## src/rtl/oops_structs.sv

```systemverilog
// -----------------------------------------------------------------------------
// oops_structs
// Shared types for the common data bus (CDB) and its producers.
//   cdb_result_t      : one functional-unit result (32-bit data + ROB destination)
//   cdb_lane_t        : one CDB lane as seen by consumers (valid, rob_dest, data)
//   common_data_bus_t : NUM_CDB_INPUTS lanes plus the one-cycle flush marker fls
// -----------------------------------------------------------------------------
package oops_structs;

   localparam int NUM_CDB_INPUTS = 2;
   localparam int ROB_IDX_LEN    = 6;
   localparam int CDB_DATA_W     = 32;

   typedef struct packed {
      logic [CDB_DATA_W-1:0]  data;
      logic [ROB_IDX_LEN-1:0] rob_dest;
   } cdb_result_t;

   typedef struct packed {
      logic                   valid;
      logic [ROB_IDX_LEN-1:0] rob_dest;
      logic [CDB_DATA_W-1:0]  data;
   } cdb_lane_t;

   typedef struct packed {
      cdb_lane_t [NUM_CDB_INPUTS-1:0] lanes;
      logic                           fls;
   } common_data_bus_t;

   function automatic cdb_lane_t to_lane(input cdb_result_t r);
      cdb_lane_t l;
      l.valid    = 1'b1;
      l.rob_dest = r.rob_dest;
      l.data     = r.data;
      return l;
   endfunction

endpackage

```

## src/rtl/cdb_result_fifo.sv

```systemverilog
// -----------------------------------------------------------------------------
// cdb_result_fifo
// Per-producer result buffer in front of the CDB arbiter.
// Ports:
//   clk, rst   : clock, synchronous active-high reset
//   push, din  : write one result (caller guarantees not_full was 1)
//   pop        : drop the head entry (caller guarantees not_empty)
//   clear      : discard all entries (flush); dominates push/pop
//   head       : current head entry, valid while not_empty
//   not_empty  : at least one entry held
//   not_full   : registered; 1 iff fewer than DEPTH entries at cycle start,
//                held 0 during reset
// -----------------------------------------------------------------------------
module cdb_result_fifo
   import oops_structs::*;
#(
   parameter int DEPTH = 2
) (
   input  logic        clk,
   input  logic        rst,
   input  logic        push,
   input  logic        pop,
   input  logic        clear,
   input  cdb_result_t din,
   output cdb_result_t head,
   output logic        not_empty,
   output logic        not_full
);

   localparam int AW = (DEPTH > 1) ? $clog2(DEPTH) : 1;
   localparam int CW = $clog2(DEPTH + 1);
   localparam logic [CW-1:0] DEPTH_C = CW'(DEPTH);
   localparam logic [CW-1:0] CNT_ONE = CW'(1);
   localparam logic [AW-1:0] PTR_ONE = AW'(1);

   cdb_result_t     mem [DEPTH];
   logic [AW-1:0]   rd_ptr_q;
   logic [AW-1:0]   wr_ptr_q;
   logic [CW-1:0]   count_q;
   logic [CW-1:0]   count_nxt;

   always_comb begin
      count_nxt = count_q;
      if (push && !pop)
         count_nxt = count_q + CNT_ONE;
      else if (!push && pop)
         count_nxt = count_q - CNT_ONE;
   end

   // Storage needs no reset; occupancy is tracked by count_q alone.
   always_ff @(posedge clk) begin
      if (push)
         mem[wr_ptr_q] <= din;
   end

   always_ff @(posedge clk) begin
      if (rst) begin
         rd_ptr_q <= '0;
         wr_ptr_q <= '0;
         count_q  <= '0;
         not_full <= 1'b0;
      end else if (clear) begin
         rd_ptr_q <= '0;
         wr_ptr_q <= '0;
         count_q  <= '0;
         not_full <= 1'b1;
      end else begin
         if (push)
            wr_ptr_q <= wr_ptr_q + PTR_ONE;
         if (pop)
            rd_ptr_q <= rd_ptr_q + PTR_ONE;
         count_q  <= count_nxt;
         // Reflects occupancy at the start of the next cycle, so a pop in
         // the current cycle cannot raise the ready seen this cycle.
         not_full <= (count_nxt < DEPTH_C);
      end
   end

   assign head      = mem[rd_ptr_q];
   assign not_empty = (count_q != '0);

endmodule

```

## src/rtl/cdb_arbiter.sv

```systemverilog
// -----------------------------------------------------------------------------
// cdb_arbiter
// Buffers results from NUM_PRODUCERS functional units and grants up to
// NUM_CDB_INPUTS of them per cycle onto the registered common data bus.
// Build option: CDB_ARB_ROUND_ROBIN_EN
//   defined   : round-robin search starting at a pointer that moves past the
//               last granted producer after any cycle with a grant
//   undefined : fixed priority, lowest producer index first (no pointer)
// Ports:
//   clk, rst          : clock, synchronous active-high reset
//   flush_i           : mispredict flush; clears buffers, blanks lanes, fls=1 next cycle
//   vld_i / rdy_i     : per-producer handshake, transfer when both are 1
//   data_i            : per-producer result
//   common_data_bus_o : registered lanes (grant order) plus fls
// -----------------------------------------------------------------------------
module cdb_arbiter
   import oops_structs::*;
#(
   parameter int NUM_PRODUCERS = 4,
   parameter int FIFO_DEPTH    = 2
) (
   input  logic                                 clk,
   input  logic                                 rst,
   input  logic                                 flush_i,
   input  logic [NUM_PRODUCERS-1:0]             vld_i,
   output logic [NUM_PRODUCERS-1:0]             rdy_i,
   input  cdb_result_t [NUM_PRODUCERS-1:0]      data_i,
   output common_data_bus_t                     common_data_bus_o
);

   localparam int PW = (NUM_PRODUCERS > 1) ? $clog2(NUM_PRODUCERS) : 1;
   localparam int LW = (NUM_CDB_INPUTS > 1) ? $clog2(NUM_CDB_INPUTS) : 1;

   logic [NUM_PRODUCERS-1:0]        push;
   logic [NUM_PRODUCERS-1:0]        gnt;
   logic [NUM_PRODUCERS-1:0]        not_empty;
   logic [NUM_PRODUCERS-1:0]        not_full;
   cdb_result_t                     head [NUM_PRODUCERS];
   cdb_lane_t [NUM_CDB_INPUTS-1:0]  lanes_nxt;
   common_data_bus_t                bus_q;

`ifdef CDB_ARB_ROUND_ROBIN_EN
   logic [PW-1:0] ptr_q;
   logic [PW-1:0] ptr_nxt;
`endif

   assign rdy_i = not_full;
   // A result offered during a flush is acknowledged but never stored.
   assign push  = vld_i & rdy_i & {NUM_PRODUCERS{~flush_i}};

   for (genvar g = 0; g < NUM_PRODUCERS; g++) begin : g_fifo
      cdb_result_fifo #(
         .DEPTH     (FIFO_DEPTH)
      ) u_fifo (
         .clk       (clk),
         .rst       (rst),
         .push      (push[g]),
         .pop       (gnt[g]),
         .clear     (flush_i),
         .din       (data_i[g]),
         .head      (head[g]),
         .not_empty (not_empty[g]),
         .not_full  (not_full[g])
      );
   end

   // Walk the producers once in priority order, handing each non-empty head
   // the next free lane. One visit per producer means one grant per producer,
   // and equal rob_dest values are never merged. No grants during a flush.
   always_comb begin : grant_search
      int n;
      int idx;
      gnt       = '0;
      lanes_nxt = '0;
      n         = 0;
      idx       = 0;
`ifdef CDB_ARB_ROUND_ROBIN_EN
      ptr_nxt   = ptr_q;
`endif
      if (!flush_i) begin
         for (int i = 0; i < NUM_PRODUCERS; i++) begin
`ifdef CDB_ARB_ROUND_ROBIN_EN
            idx = int'(ptr_q) + i;
            if (idx >= NUM_PRODUCERS)
               idx = idx - NUM_PRODUCERS;
`else
            idx = i;
`endif
            if (not_empty[PW'(idx)] && (n < NUM_CDB_INPUTS)) begin
               gnt[PW'(idx)]    = 1'b1;
               lanes_nxt[LW'(n)] = to_lane(head[PW'(idx)]);
               n                = n + 1;
`ifdef CDB_ARB_ROUND_ROBIN_EN
               ptr_nxt = (idx == NUM_PRODUCERS - 1) ? '0 : PW'(idx + 1);
`endif
            end
         end
      end
   end

`ifdef CDB_ARB_ROUND_ROBIN_EN
   always_ff @(posedge clk) begin
      if (rst)
         ptr_q <= '0;
      else
         ptr_q <= ptr_nxt;
   end
`endif

   always_ff @(posedge clk) begin
      if (rst) begin
         bus_q <= '0;
      end else begin
         bus_q.lanes <= lanes_nxt;
         bus_q.fls   <= flush_i;
      end
   end

   assign common_data_bus_o = bus_q;

endmodule

```

## config.mk

```make
export PLATFORM = sky130hd
export DESIGN_NAME = cdb_arbiter
export DESIGN_NICKNAME = d
export VERILOG_FILES = /design/src/rtl/oops_structs.sv /design/src/rtl/cdb_result_fifo.sv /design/src/rtl/cdb_arbiter.sv
export SDC_FILE = /design/constraint.sdc
export NUM_CORES = 1
export LEC_CHECK = 0
export CAP_MARGIN = 20
export CORE_UTILIZATION = 37
export CTS_CLUSTER_DIAMETER = 50
export CTS_CLUSTER_SIZE = 8
export DETAILED_ROUTE_END_ITERATION = 16
export GPL_TIMING_DRIVEN = 0
export PLACE_DENSITY = 0.65
export SETUP_SLACK_MARGIN = 0.02
export SYNTH_ARGS = -nofsm -noshare
export SYNTH_HDL_FRONTEND = slang
export SYNTH_SLANG_ARGS = --single-unit
export TNS_END_PERCENT = 50
```

## constraint.sdc

```tcl
create_clock -name clk -period 3.9 [get_ports clk]
set_clock_uncertainty 0.05 [all_clocks]
set_input_delay 0.78 -clock clk [delete_from_list [all_inputs] [get_ports clk]]
set_output_delay 0.78 -clock clk [all_outputs]
set_load 0.005 [all_outputs]
```

# Word level (Yosys, flattened, before mapping)
# Memory sizes are Yosys's and may differ from the RTL's. A register that Yosys moved wholly into a read port is not among the register bits.
# Cells that the tools add are included.
# Widths: inputs -> output; s select.
# totals
ff_bits	95
mem_bits_rw	152
in_bits	159
wordCells	85
n_memories	2
# mem_list
memory	depth	width	rd	rd_clocked_by_memory_dff	write_ports	line	source
g_fifo[0].u_fifo.mem	2	38	1	1	1	cdb_result_fifo.sv:36	cdb_result_t mem [DEPTH];
g_fifo[1].u_fifo.mem	2	38	1	1	1	cdb_result_fifo.sv:36	
# op_classes
addsub	10
order_cmp	7
n_mux	29
n_bitwise	4
reduce_logical	14
# ops
operator	n
$mux 39	4
$bwmux 78	1
$demux 39 s1	1
$lt 32x3->1 const B	1
$mux 32	1
$mux 1	15
$mux 2	7
$add 2x1->2 const B	4
$and 4x4->4	2
$lt 2x2->1 const B	4
$logic_and 1x1->1	6
$add 1x1->1 const B	4
$logic_not 1->1	4
$reduce_bool 2->1	2
$sub 2x1->2 const B	2
$lt 1x3->1 const B	1
$reduce_or 3->1	1
$not 1->1	2
$reduce_or 2->1	1
$ge 1x1->1 const B	1

# Longest topological paths before layout
# logic_depth
ltp_word	12
depth_mapped	9

# Modules after synthesis
# Synthesis repeated with hierarchy kept, for this count alone.
# hier_totals
hier_cells	833
hier_area_um2	14390.1
# modules_own_cells
module	n_inst	cells_each	area_each_um2
cdb_result_fifo at g_fifo[0].u_fifo ...	3	153	3129.3
cdb_result_fifo at g_fifo[2].u_fifo	1	150	3103.0
cdb_arbiter	1	224	1899.3

# Worst setup path after synthesis
# OpenSTA, ideal clock, no wires.
# synth_path
path_kind	input to register
startpoint	input flush_i
endpoint	memory g_fifo[0].u_fifo.mem[0][0] (netlist bit) (enable)
setup_ns	0.433
arrival_time_ns	2.795
t_required_ns	3.417
slack_ns	0.622
cell_stages	4
cell_sequence	buf_6 -> nor2_1 -> inv_2 -> nor2_1
# synth_via
elab_chain_len	4
# synth_rtl
item	line	source
start: declaration	cdb_arbiter.sv:24	input logic flush_i,
$not 1->1	cdb_arbiter.sv:49	assign push = vld_i & rdy_i & {NUM_PRODUCERS{~flush_i}};
$and 4x4->4	cdb_arbiter.sv:49	
$mux 1	cdb_result_fifo.sv:52	if (push)
$mux 1 (not written as such)	cdb_result_fifo.sv:53	mem[wr_ptr_q] <= din;
end: declaration	cdb_result_fifo.sv:36	
# No other way between the ends.

# Worst setup path after layout
# layout_path
startpoint	input vld_i[0]
endpoint	memory g_fifo[0].u_fifo.mem[0][36] (netlist bit) (enable)
# layout_via
elab_chain_len	4
# layout_rtl
item	line	source
start: declaration	cdb_arbiter.sv:25	input logic [NUM_PRODUCERS-1:0] vld_i,
$and 4x4->4 (2 in a row)	cdb_arbiter.sv:49	
$mux 1	cdb_result_fifo.sv:52	
$mux 1 (not written as such)	cdb_result_fifo.sv:53	
# No other way between the ends.

==> results.cfg <==
[run_status]
outcome = finished clean

[route]
drt_wl_total_um = 16600
drc = 0
drtPass1Iterations = 4
avgRoutedWirePerCell_um = 16.5
route.vias.total = 4543
drtIter0Drc = 157
drtAntennaViolNets = 0
vias_per_cell = 4.50

[logic_synthesis]
ys_types = 33
synth_area_um2 = 8020
ys_seq_area_share_pct = 71.4
synth_top_family_by_area = multiplexers
synth-simple-area-share_pct = 4.40
syn_inst = 506
synthAdderAreaFrac_pct = 1.09
synth_seq_cells = 210
yosys.area_share.xor_xnor_pct = 0.873
synth_compound_area_share_pct = 5.35
yosysWarnings = 0
yosys-mux-area-fraction_pct = 9.48
post_synth.cell_area_avg_um2 = 15.9

[grt]
grt_overflow = 0
grt_pass1_vias = 4837
grt_pass1_wl_um = 25400
track_usage_pct = 15.2
antenna_found_initial = 1
grt_max_degree = 22

[die]
num_rows = 53
pin_count = 242
die-area_um2 = 22300
core_region_area_um2 = 21200
die_h_um = 149
start_util_pct = 37.9
die_x_um = 149

[cts]
cts_buffers = 34
cts_tree = built
cts_setup_buffers = 0
clk_pin_slew_worst_paths_ns = 0.04
hold_buffers = 0
htree_num_levels = 2
clock_latency_ns = 0.48
ctsResizeCount = 0
cts_root_buffer = clkbuf_16
numClockSinks = 210
clk_path_buf_depth = 3

[timing]
rsz0062_at_grt = false
fin_crit_ns = 2.38
slew_violations = 0
tightest_slew_ns = 0.714
fmax_ghz = 0.420
setup_viol = 0
relSlewSlack_pct = 52.3
period_share_pct = 61.1
timing_hold_violations_final = 0

[layout]
finish.instance_area_um2 = 10900
diodes = 0
stdcell_count = 1009
drive_above_1_share_pct = 18.0
area_growth_pct = 36.4
fillers = 1722
num-nets-final = 875

[critical_path]
cp-end-kind = register
required_ns = 4.03
crit_slowest_cell = nor2_4
cp-start-kind = input port
path_cells = clkdlybuf4s50_1 -> nand2_1 -> nor2_1 -> inv_2 -> nor2_4 -> buf_16
crit_arrival_ns = 2.51
critPathMaxFanout = 21
crit_type = in -> reg
critPathMaxStageDelay_ns = 0.56

[placement]
placed_cells = 948
port_buffers = 125
gp_congestion = 0.738
dp_hpwl_um = 10900
postPlaceCellArea_um2 = 9870

[power_and_ir_drop]
combPwrFrac_pct = 4.7
swShare_pct = 19.4
power_leakage_nw = 3.78
ir_worst_vdd_v = 0.000345
power_switching_mw = 1.06
powerDensity_nw_per_um2 = 501
total_power_mw = 5.48
internal_power_mw = 4.42
seqPwrFrac_pct = 44.6
p_clk_share_pct = 50.6

[flow_run]
cap_viol_max_count = 0

[worst_hold_path]
min_path_type = reg -> reg
## routing by layer
layer	vias up	GRT usage, %	part of all wire [%]
met5	-	0	0.066
met4	2	5.87	2.6
met3	40	4.40	6.9
met2	175	26.5	49
met1	2142	17.7	41
li1	2184	-	-
## through the flow
| step | utilization, % | hold slack, ns | TNS (ns) | setup slack, ns |
|---|---|---|---|---|
| floorplan | - | 0.400 | 0 | 0.622 |
| global placement | 46.1 | 0.410 | -77.12 | -1.05 |
| detailed placement | 46.7 | 0.421 | 0 | 0.978 |
| CTS | 51.7 | 0.427 | 0 | 1.48 |
| global route | 51.7 | 0.468 | 0 | 1.43 |
| finish | 51.7 | 0.432 | 0 | 1.52 |
## area by class of cell
class	count	area, um2	share of cell area (%)
clock inverters	2	13.8	0.126
flip-flops and latches	210	5730	52.3
plain buffers	66	556	5.07
well taps	275	344	3.14
inverters	10	37.5	0.343
repair buffers	129	1350	12.3
multi-input cells	258	1860	17.0
clock buffers	59	1060	9.68
## worst max-delay path: cells and delay by family
kind                   cells  cell delay, ns
buffers and inverters      3            0.83
and+or+nand+nor            3            0.88
## logic make-up after synthesis
kind of cell,after synthesis
XOR/XNOR,8
multiplexers,76
other,1
flip-flops,210
AO/OA/AOI/OAI,52
buffers and inverters,76
adder cells (fa/ha/maj),7
AND/OR/NAND/NOR,76
## cells in the final DEF, fill, tap and decap left out, types with 8 or more instances in the layout
cell type / netlist / layout
inv_1: 8 / 8
edfxtp_1: 152 / 152
nor2_1: 43 / 41
buf_4: 48 / 48
buf_6: 9 / 9
mux2i_1: 76 / 76
xor2_1: 8 / 8
clkbuf_16: 0 / 38
nor2_2: 12 / 12
o22a_1: 38 / 38
clkbuf_1: 1 / 19
dfxtp_1: 58 / 58
clkdlybuf4s50_1: 0 / 125
conb_1: 1 / 39
## worst paths after layout
kind	startpoint	end	slack, ns	cells after the start
hold reg to reg	g_fifo[0].u_fifo.count_q[0]	g_fifo[0].u_fifo.count_q[0]	0.43	2
hold / removal	g_fifo[0].u_fifo.count_q[0]	g_fifo[0].u_fifo.count_q[0]	0.43	2
setup reg to reg	g_fifo[0].u_fifo.count_q[0]	g_fifo[0].u_fifo.not_full	1.80	9
setup / recovery	vld_i[0]	g_fifo[0].u_fifo.mem[0][36]	1.52	6
## registers in the layout, indices dropped and copies added (netlist names), named ones only
signal	cells
common_data_bus_o	40
g_fifo.u_fifo.count_q	8
g_fifo.u_fifo.mem	152
g_fifo.u_fifo.not_full	4
g_fifo.u_fifo.rd_ptr_q	2
g_fifo.u_fifo.wr_ptr_q	2
## cell usage after synthesis, drive strengths merged
master,instances,area share [%]
edfxtp,152,57
mux2i,76,9.5
buf,65,6.9
dfxtp,58,14
nor2,55,2.9
o22a,38,4.1
inv,10,0.47
xor2,8,0.87
ha,7,1.1
a21oi,6,0.47
nand2,6,0.28
nand2b,4,0.31
or2,3,0.23
and2,2,0.16
nand3,2,0.12
nor2b,2,0.16
o21ai,2,0.12
o21ba,2,0.25
a21o,1,0.094
a31oi,1,0.078
clkbuf,1,0.047
conb,1,0.047
nand3b,1,0.094
nor3b,1,0.094
o211ai,1,0.094
o21bai,1,0.094
## power by group through the flow
stage | clock, mW | sequential [mW] | combinational [mW]
finish | 2.77 | 2.45 | 0.258
global placement | 0 | 2.49 | 0.245
detailed placement | 0 | 2.49 | 0.259
global route | 2.94 | 2.45 | 0.281
floorplan | 0 | 2.49 | 0.117
CTS | 2.83 | 2.45 | 0.260
Power figures use the tool's default switching activity.
